--- src/rtl/sys_types_pkg.sv ---
// Shared datapath types: int8 activations, 128-bit chunk payloads and the packer state encoding.
package sys_types;

  typedef logic signed [7:0] int8_t;

  localparam int unsigned CHUNK_BITS  = 128;
  localparam int unsigned CHUNK_BYTES = CHUNK_BITS / 8;

  // One activation-memory word; lane i occupies bits [8*i +: 8] on both pack and unpack sides.
  typedef logic [CHUNK_BITS-1:0] chunk_t;

  typedef enum logic [1:0] {
    PACK_IDLE     = 2'd0,
    PACK_FILL     = 2'd1,
    PACK_WRITE    = 2'd2,
    PACK_COMPLETE = 2'd3
  } pack_state_e;

endpackage

--- src/rtl/chunk_packer.sv ---
// Packs an int8 value stream into 128-bit chunks and writes one chunk per 16 values.
// Optional early-termination input `flush` is enabled by defining CHUNK_PACKER_FLUSH_EN.
module chunk_packer
  import sys_types::*;
#(
  parameter int unsigned TOTAL_VALUES = 256,
  parameter int unsigned CHUNK_SIZE   = 16,
  parameter int unsigned TOTAL_CHUNKS = TOTAL_VALUES / CHUNK_SIZE,
  localparam int unsigned VALUE_AW = (TOTAL_VALUES > 1) ? $clog2(TOTAL_VALUES) : 1,
  localparam int unsigned CHUNK_AW = (TOTAL_CHUNKS > 1) ? $clog2(TOTAL_CHUNKS) : 1,
  localparam int unsigned BYTE_AW  = $clog2(CHUNK_SIZE)
) (
  input  logic                  clk,
  input  logic                  reset,
  input  logic                  start_pack,
  input  int8_t                 in_data,
  input  logic                  in_valid,
  output logic                  in_ready,
  output logic [VALUE_AW-1:0]   in_addr,
  output logic                  write_req,
  output logic [CHUNK_AW-1:0]   write_addr,
  output logic [CHUNK_BITS-1:0] write_data,
  input  logic                  write_ack,
`ifdef CHUNK_PACKER_FLUSH_EN
  input  logic                  flush,
`endif
  output logic                  pack_complete
);

  pack_state_e         state_q, state_n;
  logic [BYTE_AW-1:0]  byte_idx_q, byte_idx_n;
  logic [VALUE_AW-1:0] value_addr_q, value_addr_n;
  logic [CHUNK_AW-1:0] chunk_addr_q, chunk_addr_n;
  chunk_t              buf_q, buf_n;
  logic                flushing_q, flushing_n;
  logic                flush_c;
  logic                last_lane_c;
  logic                last_chunk_c;

`ifdef CHUNK_PACKER_FLUSH_EN
  assign flush_c = flush;
`else
  assign flush_c = 1'b0;
`endif

  assign last_lane_c  = (byte_idx_q == BYTE_AW'(CHUNK_SIZE - 1));
  assign last_chunk_c = (chunk_addr_q == CHUNK_AW'(TOTAL_CHUNKS - 1));

  // Next-state and datapath update; in_ready is high exactly while in FILL.
  always_comb begin
    state_n      = state_q;
    byte_idx_n   = byte_idx_q;
    value_addr_n = value_addr_q;
    chunk_addr_n = chunk_addr_q;
    buf_n        = buf_q;
    flushing_n   = flushing_q;

    case (state_q)
      PACK_IDLE: begin
        byte_idx_n   = '0;
        value_addr_n = '0;
        chunk_addr_n = '0;
        buf_n        = '0;
        flushing_n   = 1'b0;
        if (start_pack) begin
          state_n = PACK_FILL;
        end
      end

      PACK_FILL: begin
        if (in_valid) begin
          for (int unsigned i = 0; i < CHUNK_BYTES; i++) begin
            if (byte_idx_q == BYTE_AW'(i)) begin
              buf_n[i*8 +: 8] = in_data;
            end
          end
          byte_idx_n   = byte_idx_q + BYTE_AW'(1);
          value_addr_n = value_addr_q + VALUE_AW'(1);
          if (last_lane_c) begin
            state_n = PACK_WRITE;
          end
        end
        // A flush stores any coincident value first, then writes the partial chunk.
        if (flush_c) begin
          if (in_valid || (byte_idx_q != '0)) begin
            state_n    = PACK_WRITE;
            flushing_n = 1'b1;
          end else begin
            state_n = PACK_COMPLETE;
          end
        end
      end

      PACK_WRITE: begin
        if (write_ack) begin
          if (last_chunk_c || flushing_q) begin
            state_n = PACK_COMPLETE;
          end else begin
            state_n      = PACK_FILL;
            chunk_addr_n = chunk_addr_q + CHUNK_AW'(1);
            byte_idx_n   = '0;
            buf_n        = '0;
          end
        end
      end

      PACK_COMPLETE: begin
        if (start_pack) begin
          state_n      = PACK_FILL;
          byte_idx_n   = '0;
          value_addr_n = '0;
          chunk_addr_n = '0;
          buf_n        = '0;
          flushing_n   = 1'b0;
        end
      end

      default: begin
        state_n = PACK_IDLE;
      end
    endcase
  end

  // State, datapath and registered status flags.
  always_ff @(posedge clk or negedge reset) begin
    if (!reset) begin
      state_q       <= PACK_IDLE;
      byte_idx_q    <= '0;
      value_addr_q  <= '0;
      chunk_addr_q  <= '0;
      buf_q         <= '0;
      flushing_q    <= 1'b0;
      in_ready      <= 1'b0;
      write_req     <= 1'b0;
      pack_complete <= 1'b0;
    end else begin
      state_q       <= state_n;
      byte_idx_q    <= byte_idx_n;
      value_addr_q  <= value_addr_n;
      chunk_addr_q  <= chunk_addr_n;
      buf_q         <= buf_n;
      flushing_q    <= flushing_n;
      in_ready      <= (state_n == PACK_FILL);
      write_req     <= (state_n == PACK_WRITE);
      pack_complete <= (state_n == PACK_COMPLETE);
    end
  end

  assign in_addr    = value_addr_q;
  assign write_addr = chunk_addr_q;
  assign write_data = buf_q;

endmodule

--- config.mk ---
export PLATFORM = sky130hd
export DESIGN_NAME = chunk_packer
export DESIGN_NICKNAME = d
export VERILOG_FILES = /design/src/rtl/sys_types_pkg.sv /design/src/rtl/chunk_packer.sv
export SDC_FILE = /design/constraint.sdc
export NUM_CORES = 1
export LEC_CHECK = 0
export ABC_CLOCK_PERIOD_IN_PS = 5100
export BUFFER_PORTS_ARGS = -buffer_cell sky130_fd_sc_hd__buf_2
export CORE_MARGIN = 2
export CORE_UTILIZATION = 50
export CTS_CLUSTER_SIZE = 8
export DETAILED_ROUTE_END_ITERATION = 8
export PLACE_DENSITY = 0.74
export RECOVER_POWER = 50
export SETUP_SLACK_MARGIN = 0.15
export SYNTH_ARGS = -nofsm -noshare
export SYNTH_HDL_FRONTEND = slang
export SYNTH_SLANG_ARGS = --single-unit
--- constraint.sdc ---
create_clock -name clk -period 5.1 [get_ports clk]
set_clock_uncertainty 0.15 [all_clocks]
set_input_delay 0.51 -clock clk [delete_from_list [all_inputs] [get_ports clk]]
set_output_delay 0.51 -clock clk [all_outputs]
set_load 0.02 [all_outputs]
# [Word-level counts from Yosys, hierarchy flattened]
# Index checks and enable logic that the tools add are counted.
[word_totals] register_bits=150 latch_bits=0 mem_bits_rw=0 romBits=0 input_bits=13 output_inout_bits=143 wordCells=136 mem_count=0
[classes] add_sub_neg=3 multipliers=0 n_div=0 magnitude_cmp=0 eq_ne=42 shifts=0 muxes=40 bitwise_logic=0 reduce_logical=27
[op_table] op="$mux W128" count=4
[op_table] op="$pmux W128 S4" count=1
[op_table] op="$mux W8" count=18
[op_table] op="$reduce_and A5 Y1" count=16
[op_table] op="$ne A2 B2 Y1 const B" count=20
[op_table] op="$eq A4 B4 Y1 const B" count=9
[op_table] op="$mux W4" count=6
[op_table] op="$pmux W8 S3" count=1
[op_table] op="$eq A4 B3 Y1 const B" count=4
[op_table] op="$pmux W4 S4" count=1
[op_table] op="$pmux W4 S3" count=1
[op_table] op="$mux W2" count=5
[op_table] op="$add A4 B1 Y4 const B" count=2
[op_table] op="$add A8 B1 Y8 const B" count=1
[op_table] op="$eq A2 B2 Y1 const B" count=4
[op_table] op="$eq A4 B2 Y1 const B" count=2
[op_table] op="$reduce_and A4 Y1" count=2
[op_table] op="$pmux W2 S3" count=1
[op_table] op="$reduce_bool A3 Y1" count=2
[op_table] op="$eq A2 B1 Y1 const B" count=2
[op_table] op="$eq A4 B1 Y1 const B" count=1
[op_table] op="$logic_not A4 Y1" count=1
[op_table] op="$reduce_and A3 Y1" count=1
[op_table] op="$logic_not A2 Y1" count=1
[op_table] op="6 further kinds" count=6

# [Longest topological paths before layout]
[logic_depth] ltp_word=6 mapped_depth=9

# [Worst setup path after synthesis]
# Ideal clock, no wire load.
[synth_timing] path_type="register -> register" start="register chunk_addr_q[0], in the netlist write_addr[0]" end="register buf_q[16], in the netlist write_data[16]" setup_ns=0.122 arrival_ns=1.891 required_time_ns=4.828 path_slack_ns=2.937 stages_incl_launch_ff=9 n_path_buf=3 cell_sequence="dfrtp_1 ha_1 nand4_1 o2111ai_2 buf_6 buf_2 or2_2 buf_2 o2bb2ai_1"
[synth_between] elab_chain_cells=4
[synth_lines] element="start, declared" line="chunk_packer.sv:33" text="logic [CHUNK_AW-1:0] chunk_addr_q, chunk_addr_n;"
[synth_lines] element="start signal, assigned" line="chunk_packer.sv:140" text="chunk_addr_q <= chunk_addr_n;"
[synth_lines] element="$eq A4 B4 Y1" line="chunk_packer.sv:47" text="assign last_chunk_c = (chunk_addr_q == CHUNK_AW'(TOTAL_CHUNKS - 1));"
[synth_lines] element="$logic_or A1 B1 Y1" line="chunk_packer.sv:96" text="if (last_chunk_c || flushing_q) begin"
[synth_lines] element="$ne A2 B2 Y1 (no line)"
[synth_lines] element="$reduce_and A5 Y1 (no line)"
[synth_lines] element="end signal, assigned" line="chunk_packer.sv:141" text="buf_q <= buf_n;"
[synth_lines] element="end, declared" line="chunk_packer.sv:34" text="chunk_t buf_q, buf_n;"
# No other way between the ends.
# A chain may end at the register's enable or synchronous reset.

# [Final worst setup path]
[layout_timing] start="register state_q[1]" end="register buf_q[93], in the netlist write_data[93]"
[layout_between] elab_chain_cells=3 elab_cells_between_ends=11 classes_between="eq/ne: 8; mux: 1; reduce/logical: 2"
[layout_lines] element="start, declared" line="chunk_packer.sv:30" text="pack_state_e state_q, state_n;"
[layout_lines] element="start signal, assigned" line="chunk_packer.sv:137" text="state_q <= state_n;"
[layout_lines] element="$eq A2 B1 Y1 or $eq A2 B2 Y1 (tied branches)" line="chunk_packer.sv:58" text="case (state_q)"
[layout_lines] element="$ne A2 B2 Y1 (no line)"
[layout_lines] element="$reduce_and A5 Y1 (no line)"
# Several ways; a longest one is shown, not always the timed one.

==> reports/summary.json <==
{
  "power": {
    "power_density_nw_per_um2": 505,
    "design_power_total_mw": 3.83,
    "leakagePower_nw": 3.46,
    "p_int_mw": 2.33,
    "seq_pwr_share": 0.363,
    "power.share.switching": 0.392,
    "comb_power_share": 0.312,
    "clock_network_fraction_of_design_power": 0.326,
    "switching_power_mw": 1.50,
    "peakVddDrop_mv": 0.267
  },
  "timing": {
    "finalSetupViolations": 0,
    "fmax_ghz": 0.319,
    "timing.slew.headroom": -0.809,
    "final-hold-violation-count": 0,
    "drv_slew": 113,
    "finalWorstPathRequiredPeriod_ps": 3130,
    "timing.setup.tns_ps": 0,
    "worst-slew-pin-transition_ps": 2710,
    "grt_setup_unrepaired": "no",
    "finalCritPeriodShare": 0.614,
    "fin_hold_ws_ps": 303
  },
  "drt": {
    "wl_per_cell_um": 19.1,
    "drt-initial-drc-count": 461,
    "drt.antenna.violating_nets": 0,
    "route.final.wire_length_mm": 16.3,
    "via_per_inst": 5.84,
    "drt_drc_violations_left": 0,
    "detailedRoute.firstPassIterationCount": 5,
    "vias": 4991
  },
  "logic_synthesis": {
    "ys_seq_elements": 149,
    "synthesis.area_per_instance_um2": 11.8,
    "ys_seq_area_frac": 0.594,
    "synth_unique_cells": 39,
    "number_of_instances_in_the_synthesized_netlist": 532,
    "syn_area_um2": 6270,
    "yosys_warnings": 0,
    "postSynthNetCount": 554
  },
  "setup_path": {
    "critical_path_buf_inv_count": 2,
    "worst-endpoint-arrival_ps": 3320,
    "worstPathCellList": "inv_1, ha_1, clkbuf_1, nand2_1, or3_1, o2bb2ai_1",
    "crit_path_start_kind": "register",
    "crit_slowest_cell": "sky130_fd_sc_hd__clkbuf_1",
    "slowest_delay_ps": 920,
    "timing.reg2reg.worst_path_depth": 6,
    "critical_path_cell_count": 6,
    "setup.worst_path.end_class": "register",
    "worst-endpoint-required_ps": 5290,
    "cp_top_family": "buffers and inverters",
    "worstSetupPathType": "reg -> reg",
    "path_max_fanout": 31
  },
  "final_layout": {
    "syn2layout_area_growth_pct": 20.8,
    "post_route_cells_drive_above_1_share": 0.160,
    "antenna_cells_inserted": 0,
    "design_area_um2": 7580,
    "fin_nets": 695,
    "stdcell_count": 854
  },
  "placed_design": {
    "detailed_place_hpwl_mm": 11.2,
    "count_of_buffers_from_port_buffering": 155,
    "area_of_placed_instances_um2": 7130,
    "gp_routability_congestion": 0.794,
    "dpl.cell_count": 822
  },
  "global_routing": {
    "fraction_of_met2_tracks_used_by_global_routing": 0.393,
    "grt_pass1_vias": 4944,
    "grt_pass1_wl_mm": 26.2,
    "grt-busiest-layer": "met2",
    "grtUsageTotal": 0.255,
    "grt_overflow_total": 0,
    "initial_antenna_violation_count": 0,
    "met3_usage": 0.0664,
    "gr-usage-met1": 0.353,
    "pin_count_of_the_biggest_net_entering_global_routing": 113
  },
  "floorplanning": {
    "initial_utilization": 0.518,
    "die-height_um": 116,
    "die_w_um": 116,
    "core.rowCount": 40,
    "placeableCoreArea_um2": 12100,
    "die-area_um2": 13500,
    "num_io_pins": 156
  },
  "clock_tree": {
    "cts-root-to-sink-buffers": 2,
    "clock_tree_from_tritoncts": "built",
    "root_buffer": "sky130_fd_sc_hd__clkbuf_16",
    "sink_count": 149,
    "cts-resized-gates": 0,
    "clock_pin_transition_on_the_worst_setup_and_hold_timing_paths_ps": 70,
    "hold_buffers": 0,
    "cts_buffers": 17,
    "cts_max_level": 4,
    "worst_skew_pair.late_latency_ps": 410,
    "post_cts.repair.setup_buffers": 0
  },
  "outcome": {
    "violated_checks": "max-capacitance violations, max-slew violations",
    "run_status": "finished with violations"
  },
  "job": {
    "max_cap_violations": 1
  },
  "hold_path": {
    "worstHoldPathCells": 2,
    "min_path_type": "in -> reg"
  }
}
-- cell usage after synthesis, drive strengths merged --
cell | count | area share
dfrtp | 149 | 0.59
nand2 | 50 | 0.030
o21ai | 49 | 0.039
o2bb2ai | 48 | 0.077
o211ai | 40 | 0.048
a22o | 33 | 0.046
clkbuf | 19 | 0.011
buf | 18 | 0.017
inv | 18 | 0.011
nor2 | 11 | 0.0066
nand3 | 10 | 0.0080
ha | 9 | 0.018
nand4 | 9 | 0.0090
a21oi | 8 | 0.0070
mux2i | 8 | 0.013
or2 | 8 | 0.0080
a21o | 7 | 0.0084
nand2b | 6 | 0.0064
xor2 | 5 | 0.0070
nor4 | 4 | 0.0080
or3 | 4 | 0.0040
and3 | 3 | 0.0030
nor2b | 3 | 0.0030
a31oi | 2 | 0.0020
and2 | 2 | 0.0020
mux2 | 2 | 0.0036
o311ai | 2 | 0.0028
a2bb2oi | 1 | 0.0014
and4 | 1 | 0.0014
nor3 | 1 | 0.00080
o2111ai | 1 | 0.0024
o31ai | 1 | 0.0012
-- kinds of logic after synthesis --
group | Yosys count | share of synthesized area
XOR/XNOR | 5 | 0.00698
multiplexers | 10 | 0.0164
AO/OA/AOI/OAI | 192 | 0.235
adder cells (fa/ha/maj) | 9 | 0.0180
AND/OR/NAND/NOR | 112 | 0.0899
flip-flops | 149 | 0.594
buffers and inverters | 55 | 0.0393
-- worst paths after layout --
check	start	endpoint	slack, ps
worst max-delay path	state_q[1]	write_data[93]	1970
worst max register to register	state_q[1]	write_data[93]	1970
max in group asynchronous	reset	write_data[9]	2360
min in group asynchronous	reset	write_data[117]	800
worst min-delay path	in_data[7]	write_data[79]	300
worst min register to register	write_data[54]	write_data[54]	340
-- per-layer routing --
metal / vias to the layer above / wire length [um]
li1: 2254 / -
met1: 2486 / 7120
met2: 222 / 7600
met3: 29 / 1290
met4: 0 / 327
met5: - / 0
-- layout by cell type, fill, tap and decap left out, types with 5 or more instances in the layout --
cell and instances:
sky130_fd_sc_hd__a21o_1 7, sky130_fd_sc_hd__inv_1 18, sky130_fd_sc_hd__nand4_1 9, sky130_fd_sc_hd__clkbuf_1 106
sky130_fd_sc_hd__clkbuf_16 17, sky130_fd_sc_hd__nand3_1 10, sky130_fd_sc_hd__o211ai_1 40, sky130_fd_sc_hd__ha_1 9
sky130_fd_sc_hd__xor2_1 5, sky130_fd_sc_hd__o2bb2ai_1 38, sky130_fd_sc_hd__a22o_1 33, sky130_fd_sc_hd__nand2_1 50
sky130_fd_sc_hd__mux2i_1 8, sky130_fd_sc_hd__buf_2 50, sky130_fd_sc_hd__o2bb2ai_2 10, sky130_fd_sc_hd__a21oi_1 7
sky130_fd_sc_hd__or2_2 6, sky130_fd_sc_hd__dfrtp_1 149, sky130_fd_sc_hd__nand2b_1 5, sky130_fd_sc_hd__nor2_1 11
sky130_fd_sc_hd__o21ai_0 48
-- power by group through the flow --
| stage | Combinational [mW] | Clock (mW) | Sequential (mW) |
|---|---|---|---|
| floorplan | 0.771 | 0 | 1.51 |
| global placement | 1.17 | 0 | 1.40 |
| detailed placement | 1.20 | 0 | 1.40 |
| CTS | 1.21 | 1.27 | 1.38 |
| finish | 1.19 | 1.25 | 1.39 |
| global route | 1.31 | 1.32 | 1.40 |
-- registers in the layout, summed over array words and instances, names as in the netlist --
register and cells:
state_q 2, write_addr 4, byte_idx_q 4, pack_complete 1
write_req 1, write_data 128, in_ready 1, in_addr 8
-- cell type report --
| type | count | area [um2] |
|---|---|---|
| fillers | 1020 | 4530 |
| flip-flops and latches | 149 | 3730 |
| multi-input cells | 328 | 2310 |
| repair buffers | 159 | 672 |
| clock buffers | 19 | 443 |
| well taps | 168 | 210 |
| clock inverters | 13 | 146 |
| inverters | 18 | 67.6 |
-- through the flow --
step                worst slack (ps)   util
floorplan                       2940      -
global placement                2280  0.589
detailed placement              2130  0.589
CTS                             2090  0.637
global route                    1720  0.626
finish                          1970  0.626
No activity file was read; power rests on OpenSTA's default activity.
